<file path="config.mk">
export PLATFORM = sky130hd
export DESIGN_NAME = jpeg_akis_denetleyici
export DESIGN_NICKNAME = d
export VERILOG_FILES = /design/src/rtl/jpeg_akis_denetleyici_pkg.sv /design/src/rtl/jpeg_akis_denetleyici_dolgu.sv /design/src/rtl/jpeg_akis_denetleyici.sv
export SDC_FILE = /design/constraint.sdc
export NUM_CORES = 1
export LEC_CHECK = 0
export CAP_MARGIN = 15
export CORE_MARGIN = 2
export CORE_UTILIZATION = 40
export CTS_BUF_LIST = sky130_fd_sc_hd__clkbuf_8
export CTS_CLUSTER_DIAMETER = 50
export CTS_CLUSTER_SIZE = 14
export DETAILED_ROUTE_END_ITERATION = 8
export GPL_TIMING_DRIVEN = 1
export SYNTH_ARGS = -nofsm -noshare
export SYNTH_HDL_FRONTEND = slang
export SYNTH_SLANG_ARGS = --single-unit
</file>
<file path="constraint.sdc">
create_clock -name clk_i -period 11.3 [get_ports clk_i]
set_input_delay 2.825 -clock clk_i [delete_from_list [all_inputs] [get_ports clk_i]]
set_output_delay 2.825 -clock clk_i [all_outputs]
set_load 0.02 [all_outputs]
</file>
<file path="src/rtl/jpeg_akis_denetleyici_pkg.sv">
// Shared types and marker constants for the JPEG stream sequencer.
// The decode-side FSM states, the JPEG marker codes and the error codes all live here.
package jpeg_akis_denetleyici_pkg;

    typedef enum logic [3:0] {
        BOSTA,
        SOI_FF,
        SOI_D8,
        MRK_FF,
        MRK_KOD,
        UZ_H,
        UZ_L,
        ATLA,
        VERI,
        DRENAJ,
        BITTI
    } durum_t;

    localparam logic [7:0] MRK_ONEK = 8'hFF;
    localparam logic [7:0] MRK_SOI  = 8'hD8;
    localparam logic [7:0] MRK_EOI  = 8'hD9;
    localparam logic [7:0] MRK_SOS  = 8'hDA;
    localparam logic [7:0] MRK_TEM  = 8'h01;

    localparam logic [1:0] HATA_YOK    = 2'd0;
    localparam logic [1:0] HATA_SOI    = 2'd1;
    localparam logic [1:0] HATA_BASLIK = 2'd2;
    localparam logic [1:0] HATA_TARAMA = 2'd3;

    // RSTn markers occupy D0..D7, so only the low three bits vary.
    function automatic logic rst_mi(input logic [7:0] kod);
        return kod[7:3] == 5'b11010;
    endfunction

endpackage

</file>
<file path="src/rtl/jpeg_akis_denetleyici_dolgu.sv">
// Scan-phase FF00 de-stuffer with a single-entry output register.
// Flags EOI and illegal in-scan markers as one-cycle strobes back to the sequencer.
module jpeg_dolgu_ayiklayici
    import jpeg_akis_denetleyici_pkg::*;
(
    input  logic       clk,
    input  logic       rst,
    input  logic       etkin,
    input  logic [7:0] s_veri,
    input  logic       s_gecerli,
    output logic       s_hazir,
    output logic [7:0] m_veri,
    output logic       m_gecerli,
    input  logic       m_hazir,
    output logic       eoi,
    output logic       hata
);

    logic       ff_bekle;
    logic       ff_bekle_d;
    logic       kabul;
    logic       ilet;
    logic [7:0] ilet_veri;

    // A new byte fits whenever the register is empty or is being emptied this cycle.
    assign s_hazir = etkin & (~m_gecerli | m_hazir);
    assign kabul   = s_gecerli & s_hazir;

    always_comb begin
        ilet       = 1'b0;
        ilet_veri  = s_veri;
        ff_bekle_d = ff_bekle;
        eoi        = 1'b0;
        hata       = 1'b0;
        if (kabul) begin
            if (!ff_bekle) begin
                if (s_veri == MRK_ONEK) ff_bekle_d = 1'b1;
                else                    ilet       = 1'b1;
            end else if (s_veri == 8'h00) begin
                ilet       = 1'b1;
                ilet_veri  = MRK_ONEK;
                ff_bekle_d = 1'b0;
            end else if (s_veri == MRK_ONEK) begin
                ff_bekle_d = 1'b1;
            end else if (rst_mi(s_veri)) begin
                ff_bekle_d = 1'b0;
            end else if (s_veri == MRK_EOI) begin
                eoi        = 1'b1;
                ff_bekle_d = 1'b0;
            end else begin
                hata       = 1'b1;
                ff_bekle_d = 1'b0;
            end
        end
    end

    // An in-scan error discards whatever is still waiting in the register.
    always_ff @(posedge clk) begin
        if (rst || hata) begin
            ff_bekle  <= 1'b0;
            m_gecerli <= 1'b0;
            m_veri    <= 8'h00;
        end else begin
            ff_bekle <= ff_bekle_d;
            if (ilet) begin
                m_veri    <= ilet_veri;
                m_gecerli <= 1'b1;
            end else if (m_hazir) begin
                m_gecerli <= 1'b0;
            end
        end
    end

endmodule

</file>
<file path="src/rtl/jpeg_akis_denetleyici.sv">
// Frame sequencer ahead of the JPEG decoder: checks SOI, skips header segments through SOS,
// streams de-stuffed scan bytes out and reports completion once EOI and all pixels are seen.
module jpeg_akis_denetleyici
    import jpeg_akis_denetleyici_pkg::*;
#(
    parameter int BOYUT_BIT  = 12,
    parameter int PIKSEL_BIT = 24
) (
    input  logic                 clk_i,
    input  logic                 rst_i,
    input  logic                 baslat_i,
    input  logic [BOYUT_BIT-1:0] genislik_i,
    input  logic [BOYUT_BIT-1:0] yukseklik_i,
    input  logic [7:0]           s_veri_i,
    input  logic                 s_gecerli_i,
    output logic                 s_hazir_o,
    output logic [7:0]           m_veri_o,
    output logic                 m_gecerli_o,
    input  logic                 m_hazir_i,
    input  logic                 coz_gecerli_i,
    input  logic                 coz_hazir_i,
    output logic                 mesgul_o,
    output logic                 bitti_o,
    output logic                 hata_o,
    output logic [1:0]           hata_kodu_o
);

    durum_t                durum;
    logic [PIKSEL_BIT-1:0] hedef;
    logic [PIKSEL_BIT-1:0] pikseller;
    logic [15:0]           kalan;
    logic [15:0]           uzunluk;
    logic [7:0]            uz_yuksek;
    logic                  sos_mi;
    logic                  baslik_hazir;
    logic                  baslik_kabul;
    logic                  veri_hazir;
    logic                  eoi;
    logic                  tarama_hatasi;
    logic                  hata_var;
    logic [1:0]            yeni_kod;

    assign baslik_hazir = durum inside {SOI_FF, SOI_D8, MRK_FF, MRK_KOD, UZ_H, UZ_L, ATLA};
    assign baslik_kabul = baslik_hazir & s_gecerli_i;
    assign s_hazir_o    = baslik_hazir | veri_hazir;
    assign uzunluk      = {uz_yuksek, s_veri_i};

    jpeg_dolgu_ayiklayici u_dolgu (
        .clk       (clk_i),
        .rst       (rst_i),
        .etkin     (durum == VERI),
        .s_veri    (s_veri_i),
        .s_gecerli (s_gecerli_i),
        .s_hazir   (veri_hazir),
        .m_veri    (m_veri_o),
        .m_gecerli (m_gecerli_o),
        .m_hazir   (m_hazir_i),
        .eoi       (eoi),
        .hata      (tarama_hatasi)
    );

    // Header validation: a bad byte is still consumed, but the frame is abandoned.
    always_comb begin
        hata_var = 1'b0;
        yeni_kod = HATA_BASLIK;
        if (tarama_hatasi) begin
            hata_var = 1'b1;
            yeni_kod = HATA_TARAMA;
        end else if (baslik_kabul) begin
            case (durum)
                SOI_FF:  if (s_veri_i != MRK_ONEK) begin hata_var = 1'b1; yeni_kod = HATA_SOI; end
                SOI_D8:  if (s_veri_i != MRK_SOI)  begin hata_var = 1'b1; yeni_kod = HATA_SOI; end
                MRK_FF:  if (s_veri_i != MRK_ONEK) hata_var = 1'b1;
                MRK_KOD: if (s_veri_i inside {MRK_SOI, MRK_EOI, MRK_TEM} || rst_mi(s_veri_i)) hata_var = 1'b1;
                UZ_L:    if (uzunluk < 16'd2) hata_var = 1'b1;
                default: ;
            endcase
        end
    end

    always_ff @(posedge clk_i) begin
        if (rst_i) begin
            durum       <= BOSTA;
            hedef       <= '0;
            pikseller   <= '0;
            kalan       <= '0;
            uz_yuksek   <= '0;
            sos_mi      <= 1'b0;
            mesgul_o    <= 1'b0;
            bitti_o     <= 1'b0;
            hata_o      <= 1'b0;
            hata_kodu_o <= HATA_YOK;
        end else begin
            bitti_o <= 1'b0;
            if (durum != BOSTA && pikseller != hedef && coz_gecerli_i && coz_hazir_i)
                pikseller <= pikseller + PIKSEL_BIT'(1);
            if (hata_var) begin
                durum       <= BOSTA;
                mesgul_o    <= 1'b0;
                hata_o      <= 1'b1;
                hata_kodu_o <= yeni_kod;
            end else begin
                case (durum)
                    BOSTA: if (baslat_i) begin
                        hedef       <= PIKSEL_BIT'(genislik_i) * PIKSEL_BIT'(yukseklik_i);
                        pikseller   <= '0;
                        hata_o      <= 1'b0;
                        hata_kodu_o <= HATA_YOK;
                        mesgul_o    <= 1'b1;
                        durum       <= SOI_FF;
                    end
                    SOI_FF: if (baslik_kabul) durum <= SOI_D8;
                    SOI_D8: if (baslik_kabul) durum <= MRK_FF;
                    MRK_FF: if (baslik_kabul) durum <= MRK_KOD;
                    MRK_KOD: if (baslik_kabul && s_veri_i != MRK_ONEK) begin
                        sos_mi <= (s_veri_i == MRK_SOS);
                        durum  <= UZ_H;
                    end
                    UZ_H: if (baslik_kabul) begin
                        uz_yuksek <= s_veri_i;
                        durum     <= UZ_L;
                    end
                    // A length of exactly two means an empty payload, so ATLA is bypassed.
                    UZ_L: if (baslik_kabul) begin
                        kalan <= uzunluk - 16'd2;
                        if (uzunluk == 16'd2) durum <= sos_mi ? VERI : MRK_FF;
                        else                  durum <= ATLA;
                    end
                    ATLA: if (baslik_kabul) begin
                        kalan <= kalan - 16'd1;
                        if (kalan == 16'd1) durum <= sos_mi ? VERI : MRK_FF;
                    end
                    VERI: if (eoi) durum <= DRENAJ;
                    DRENAJ: if (!m_gecerli_o && pikseller == hedef) begin
                        durum    <= BITTI;
                        bitti_o  <= 1'b1;
                        mesgul_o <= 1'b0;
                    end
                    BITTI:   durum <= BOSTA;
                    default: durum <= BOSTA;
                endcase
            end
        end
    end

endmodule
</file>
; Yosys cells after proc, flatten, opt, wreduce, memory -nomap -nowiden
; Index checks and enable logic that the tools add are counted.
[op_classes]
n_addsub = 3
mul = 1
order_cmp = 1
eq_ne = 32
n_mux = 67
bitwise_logic = 8
reduce_logical = 28
[ops]
columns = operator, n
row1 = 24-bit two-way mux, 4
row2 = 4-bit two-way mux, 13
row3 = 4-bit one-hot mux with 10 select lines, 1
row4 = 1-bit two-way mux, 33
row5 = "8-bit equality test, second input constant", 4
row6 = 16-bit two-way mux, 2
row7 = 16-bit one-hot mux with 2 select lines, 1
row8 = "24-bit by 1-bit adder with 24-bit output, second input constant", 1
row9 = 24-bit equality test, 1
row10 = 12-bit by 12-bit multiplier with 24-bit output, 1
row11 = 8-bit two-way mux, 3
row12 = 24-bit inequality test, 1
row13 = "2-bit inequality test, second input constant", 9
row14 = "16-bit by 1-bit equality test with 1-bit output, second input constant", 1
row15 = "16-bit by 2-bit equality test with 1-bit output, second input constant", 1
row16 = "4-bit by 3-bit equality test with 1-bit output, second input constant", 4
row17 = "16-bit by 2-bit less-than comparator with 1-bit output, second input constant", 1
row18 = "8-bit inequality test, second input constant", 2
row19 = "16-bit by 1-bit subtractor with 16-bit output, second input constant", 1
row20 = "16-bit by 2-bit subtractor with 16-bit output, second input constant", 1
row21 = 2-bit two-way mux, 7
row22 = 3-bit AND reduction, 4
row23 = 11-bit AND reduction, 1
row24 = 2-bit nonzero test, 5
row25 = 24 further kinds, 38
[word_totals]
regBits = 92
inputBits = 39
out_inout_bits = 15
wordCells = 153

; Longest topological paths before layout
; Gate-level depths: netlist (run 1).
[depth]
ltp_word = 10
ltp_mapped = 19
mapped_depth_nobuf = 18

; Modules after synthesis
; A second synthesis (run 1) with hierarchy kept.
[hier_totals]
hier_cells = 1168
hier_area_um2 = 9492.9
[modules_own_cells]
columns = module, instances, cells_each, area_each_um2, seq_area_each_um2
row1 = jpeg_akis_denetleyici, 1, 1119, 9009.9, 1641.6
row2 = jpeg_dolgu_ayiklayici, 1, 49, 483.0, 200.2

; Worst setup path before layout (run 1)
; Ideal clock, no wire load.
[synth_timing]
path_kind = input -> register
from = input port yukseklik_i[3]
to = register hedef[22]
setup_ns = 0.122
arrival_ns = 7.339
t_required_ns = 11.178
path_slack_ns = 3.839
stages = 17
path_buffers = 1
path_cell_list = clkbuf_1 > nand2_1 > fa_1 > fa_1 > inv_1 > fa_1 > fa_1 > inv_1 > fa_1 > inv_1 > ha_1 > a21o_1 > a21o_1 > a31o_2 > o211a_1 > o21a_1 > a311o_1
[synth_between]
elab_chain_cells = 1
[synth_rtl]
columns = element, line
row1 = start: declaration, jpeg_akis_denetleyici.sv:13  ; input logic [BOYUT_BIT-1:0] yukseklik_i,
row2 = 12-bit by 12-bit multiplier with 24-bit output, jpeg_akis_denetleyici.sv:105  ; hedef <= PIKSEL_BIT'(genislik_i) * PIKSEL_BIT'(yukseklik_i);
row3 = end signal: assignment, jpeg_akis_denetleyici.sv:105
row4 = end: declaration, jpeg_akis_denetleyici.sv:29  ; logic [PIKSEL_BIT-1:0] hedef;
; No other way between the ends.
; A chain may end at the register's enable or synchronous reset.

; Worst setup path after layout (run 1)
[layout_timing]
from = input port genislik_i[5]
to = register hedef[22]
[layout_between]
elab_chain_cells = 1
[layout_rtl]
columns = element, line
row1 = start: declaration, jpeg_akis_denetleyici.sv:12  ; input logic [BOYUT_BIT-1:0] genislik_i,
row2 = 12-bit by 12-bit multiplier with 24-bit output, jpeg_akis_denetleyici.sv:105
; No other way between the ends.

==> results of run 1 <==
-- final timing paths --
path	from	to	slack, ns	cells after the start
worst max-delay path	genislik_i[5]	hedef[22]	3.44	18
worst min-delay path	hedef[18]	hedef[18]	0.47	2
worst max register to register	durum[2]	kalan[8]	8.21	6
worst min register to register	hedef[18]	hedef[18]	0.47	2
-- cell families (layout without fill, tap and decap cells) --
kind of cell | after synthesis | in the layout | synth area share [%]
and+or+nand+nor | 454 | 454 | 23.5
buffers and inverters | 232 | 225 | 9.06
AOI/OAI and AO/OA | 211 | 211 | 14.8
adders and majority gates | 166 | 166 | 28.2
DFF | 92 | 92 | 18.4
xor gates and xnor gates | 52 | 52 | 4.54
muxes | 16 | 16 | 1.60
-- area by class of cell --
class	instances	area, µm²
clock buffers	11	151
clock inverters	5	60.1
fillers	2467	13600
inverters	151	567
multi-input cells	899	7280
flip-flops and latches	92	1840
well taps	324	405
repair buffers	58	563
-- per-layer routing --
layer / global-route usage [%] / wire [µm] / up-vias
met4: 4.47 / 412 / 0
met3: 2.60 / 687 / 33
met2: 33.9 / 12000 / 130
met1: 26.2 / 11400 / 4093
li1: - / - / 4131
met5: 0 / 0 / -
-- stage by stage --
| stage | hold slack, ns | setup slack [ns] | utilization, % | cells | cell area [µm²] |
|---|---|---|---|---|---|
| 2_1_floorplan | 0.444 | 3.84 | - | 1223 | 10000 |
| 3_3_place_gp | 0.456 | 3.10 | 43.6 | 1524 | 10700 |
| 3_5_place_dp | 0.459 | 3.05 | 43.6 | 1524 | 10700 |
| 4_1_cts | 0.471 | 3.45 | 44.4 | 1540 | 10900 |
| 5_1_grt | 0.495 | 3.21 | 44.4 | 1540 | 10900 |
| 6_report | 0.472 | 3.44 | 44.4 | 1540 | 10900 |
-- power by group through the flow --
stage / clock network (mW) / registers, mW / logic, mW
3_3_place_gp: 0 / 0.404 / 1.34
5_1_grt: 0.258 / 0.401 / 1.53
3_5_place_dp: 0 / 0.404 / 1.34
6_report: 0.239 / 0.397 / 1.34
2_1_floorplan: 0 / 0.388 / 1.04
4_1_cts: 0.246 / 0.396 / 1.35
-- flip-flops by register name (all words and copies together) (netlist names), 2 cells and up --
signal / cells
uz_yuksek: 8
hedef: 24
u_dolgu.m_veri: 8
pikseller: 24
hata_kodu_o: 2
durum: 4
kalan: 16
-- cells in the mapped netlist (4+ instances only) --
cell type,instances,area [µm²]
nor4_1,17,106
a211oi_1,6,45.0
o41ai_1,4,35.0
nand2_1,133,499
o21ai_0,29,145
o31ai_1,15,113
nand4_1,22,138
nand3_1,32,160
a21o_1,12,90.1
clkbuf_1,59,221
and2_1,74,463
or4_1,6,45.0
a21oi_1,51,255
nor3_1,41,205
nor4_2,4,50.1
nor2_1,69,259
and3_1,11,68.8
mux2i_1,16,160
o211ai_1,8,60.1
ha_1,66,826
dfxtp_1,92,1840
xor2_1,7,61.3
a2111oi_0,7,61.3
a31oi_1,13,81.3
a31o_2,9,78.8
or3_1,10,62.6
buf_1,6,22.5
o311ai_1,6,52.6
xnor2_1,45,394
o311ai_0,6,52.6
o21a_1,9,67.6
buf_2,12,60.1
fa_1,100,2000
nor3b_1,4,30.0
a211o_1,4,35.0
inv_1,151,567
nor2b_1,4,25.0
-- worst max-delay path, stage by stage --
cell	delay [ns]
clkdlybuf4s50_1	0.65
and2_1	0.28
fa_1	0.53
inv_1	0.05
fa_1	0.53
inv_1	0.05
fa_1	0.39
fa_1	0.55
inv_1	0.06
fa_1	0.47
inv_1	0.04
ha_1	0.32
a21o_1	0.19
a21o_1	0.20
a31o_2	0.26
o211a_1	0.22
o21a_1	0.19
a311o_1	0.31
==> run_results.csv, run 1 <==
group,metric,value,unit
run_status,status,"complete, no violations",
detailed_routing,drtIter0Drc,420,
power,switchingPower,943,µW
die,io-pin-count,54,
global_routing,track_usage,19.6,%
power,combPwrFrac,67.8,%
timing,min_period,7.86,ns
detailed_routing,ant_nets,0,
detailed_routing,dr.pass1.iters,4,
final_layout,nets,1416,
clock_tree,cts_sinks,92,
timing,clock_skew,0.0159,ns
die,dieHeight,162,µm
detailed_routing,via_per_inst,5.45,
placed_design,gp_congestion,0.838,
power,p_per_area,182,nW/µm²
clock_tree,cts_max_path_buffers,2,
timing,fmax,127,MHz
yosys,netlist_instances,1223,
global_routing,grt_pass1_vias,8515,
timing,worst_pin_slew,0.986,ns
timing,min_period_over_period,69.6,%
yosys,syn_nets,1428,
global_routing,antenna_found_initial,0,
clock_tree,hold_buffers,0,
power,p_int,1.03,mW
timing,slew_violations,0,
final_layout,diodes,0,
timing,setup_viol,0,
die,die_w,162,µm
global_routing,grt_max_degree,55,
timing,slew_headroom,33.9,%
power,power_frac_seq,20.1,%
clock_tree,cts_made_buffers,9,
final_layout,area_growth,8.36,%
detailed_routing,drt-wirelength-per-cell,15.9,µm
detailed_routing,via_count,8387,
timing,fin_setup_tns,0,ns
worst_setup_path,arrival,8.13,ns
detailed_routing,drc_errors,0,
power,leakage,4.61,nW
clock_tree,htreeDepth,3,
global_routing,grt_pass1_wl,42.3,mm
clock_tree,cts_tree,"yes",
yosys,synth_edf_count,0,
clock_tree,insertion_delay,0.39,ns
timing,rsz0062_at_grt,"no",
yosys,syn-cell-area,10000,µm²
yosys,async_flop_share,0,%
yosys,synth-main-ff-cell,"dfxtp_1",
worst_setup_path,path_class,"input pin to register",
yosys,synth-warning-count,0,
yosys,yosysSeqAreaShare,18.4,%
final_layout,drive_gt1_share,4.28,%
worst_hold_path,hp-class,"register to register",
worst_setup_path,required,11.57,ns
die,fp.coreArea,24500,µm²
power,ir_worst_vdd,0.143,mV
detailed_routing,drt-total-wl,24.5,mm
die,initial_core_util,41.0,%
final_layout,mostFrequentLayoutCells,"inv_1 (151), nand2_1 (133), fa_1 (100)",
timing,hold_viol,0,
clock_tree,postCtsSetupBuffers,0,
yosys,synth.ff_latch_count,92,
final_layout,final_common_cell,"inv_1",
die,die-area,26400,µm²
power,finalPower,1.97,mW
clock_tree,clk_pin_slew,0.09,ns
worst_setup_path,crit_fanout,12,
job,cap_violations,0,
placed_design,port_buffers,53,
worst_setup_path,end_kind,"register",
global_routing,overflow,0,
die,rows,57,
worst_setup_path,worstSetupStartpointType,"input pin",
power,switching_share,47.8,%
yosys,syn_avg_cell_area,8.20,µm²
power,clkPwrFrac,12.1,%
clock_tree,post_cts_resize_count,0,
clock_tree,clockRootBuffer,"clkbuf_8",
yosys,synth_cell_types,73,
placed_design,post-dp-hpwl,18.6,mm
Power figures use the tool's default switching activity.
==> run 2: changes to the inputs <==
==> constraint.sdc (replaced) <==
create_clock -name clk_i -period 6.9 [get_ports clk_i]
set_input_delay 1.725 -clock clk_i [delete_from_list [all_inputs] [get_ports clk_i]]
set_output_delay 1.725 -clock clk_i [all_outputs]
set_load 0.02 [all_outputs]
==> run_results.csv, run 2 (synthesized netlist as in run 1, its figures left out) <==
group,metric,value,unit
global_routing,grt_pass1_wl,42.5,mm
final_layout,seqCellArea,1840,µm²
placed_design,place_area,11100,µm²
detailed_routing,dr.pass1.iters,5,
timing,slew_headroom,29.0,%
die,io-pin-count,54,
final_layout,final_common_cell,"inv_1",
placed_design,gp_congestion,0.818,
clock_tree,clockRootBuffer,"clkbuf_8",
timing,rsz0062_at_grt,"no",
clock_tree,cts_max_path_buffers,2,
die,rows,57,
clock_tree,hold_buffers,0,
clock_tree,postCtsSetupBuffers,0,
power,power_frac_seq,19.1,%
timing,fmax,152,MHz
worst_setup_path,end_kind,"register",
job,cap_violations,0,
power,p_per_area,302,nW/µm²
detailed_routing,drtIter0Drc,502,
timing,setup_viol,0,
detailed_routing,drt-total-wl,24.8,mm
timing,min_period_over_period,95.4,%
final_layout,nets,1473,
final_layout,multi_input_area,7280,µm²
power,switchingPower,1.58,mW
worst_setup_path,required,7.17,ns
detailed_routing,drc_errors,0,
worst_hold_path,hp-class,"register to register",
worst_hold_path,min_from,"kalan[10]",
power,leakage,4.87,nW
clock_tree,insertion_delay,0.38,ns
clock_tree,clk_pin_slew,0.09,ns
detailed_routing,ant_nets,0,
worst_setup_path,crit_start,"yukseklik_i[3]",
clock_tree,post_cts_resize_count,0,
detailed_routing,via_count,8572,
final_layout,drive_gt1_share,8.26,%
die,initial_core_util,41.0,%
worst_setup_path,crit_fanout,8,
timing,clock_skew,0.0118,ns
detailed_routing,via_per_inst,5.37,
worst_setup_path,r2r-start,"durum[2]",
placed_design,port_buffers,53,
power,p_int,1.81,mW
die,fp.coreArea,24500,µm²
global_routing,grt_max_degree,55,
final_layout,final_area,11200,µm²
worst_setup_path,arrival,6.85,ns
die,dieHeight,162,µm
worst_setup_path,path_class,"input pin to register",
detailed_routing,drt-wirelength-per-cell,15.5,µm
die,die_w,162,µm
worst_setup_path,worstSetupStartpointType,"input pin",
final_layout,layout.cells.non_filler,1595,
die,die-area,26400,µm²
timing,hold_viol,0,
global_routing,grt_pass1_vias,8806,
final_layout,area_growth,12.1,%
power,finalPower,3.39,mW
power,ir_worst_vdd,0.254,mV
placed_design,dp_cells,1581,
placed_design,post-dp-hpwl,19.2,mm
power,clkPwrFrac,9.6,%
worst_hold_path,hold_path_depth,2,
global_routing,track_usage,19.5,%
global_routing,antenna_found_initial,0,
timing,slew_violations,0,
timing,min_period,6.58,ns
clock_tree,htreeDepth,3,
clock_tree,cts_sinks,92,
final_layout,diodes,0,
global_routing,overflow,0,
run_status,status,"complete, no violations",
final_layout,mostFrequentLayoutCells,"inv_1 (153), nand2_1 (133), fa_1 (100)",
timing,worst_pin_slew,1.06,ns
clock_tree,cts_made_buffers,9,
final_layout,fill_cells,2462,
power,switching_share,46.6,%
clock_tree,cts_tree,"yes",
final_layout,largest_registers,"hedef (24), pikseller (24), kalan (16)",
power,combPwrFrac,71.3,%
worst_setup_path,r2r_cells,6,
## run 2: area by class of cell
type                            instances  area share [%]
Clock inverter                          4           0.178
Sequential cell                        92            16.4
Multi-Input combinational cell        899            64.8
Timing Repair Buffer                  115            8.81
Inverter                              151            5.04
Tap cell                              324            3.61
Clock buffer                           10            1.22
## run 2: metal layers
layer / wire [µm] / vias up / track usage, %
met3: 788 / 18 / 2.90
li1: - / 4234 / -
met4: 208 / 0 / 3.10
met1: 11700 / 4174 / 25.6
met5: 0 / - / 0
met2: 12100 / 146 / 34.7
## run 2: final timing paths
kind	to	slack [ns]
hold reg to reg	kalan[10]	0.48
setup / recovery	hedef[22]	0.32
hold / removal	kalan[10]	0.48
setup reg to reg	kalan[8]	3.65
## run 2: power by group through the flow
stage	Sequential [mW]	Clock, mW	Combinational, mW
after CTS	0.649	0.339	2.43
after global routing	0.656	0.353	2.76
final	0.650	0.325	2.42
after floorplan	0.635	0	1.70
after global placement	0.661	0	2.41
after detailed placement	0.662	0	2.41
## run 2: worst max-delay path, cell delays in order
cell,delay (ns)
clkdlybuf4s50_1,0.68
nand2_1,0.15
fa_1,0.53
fa_1,0.40
inv_1,0.08
fa_1,0.43
fa_1,0.56
inv_1,0.05
fa_1,0.47
inv_1,0.04
ha_1,0.29
or2_2,0.31
a21o_1,0.21
o2111a_1,0.19
o211a_1,0.25
o21a_1,0.18
a311o_1,0.30
## run 2: metrics by stage
step           util [%]  setup slack [ns]  TNS (ns)  hold slack [ns]
5_1_grt            46.0            0.0703         0            0.505
6_report           46.0             0.317         0            0.480
2_1_floorplan         -             0.539         0            0.444
4_1_cts            46.0             0.331         0            0.485
3_3_place_gp       45.3           -0.0247   -0.0271            0.464
3_5_place_dp       45.3           -0.0612    -0.142            0.473
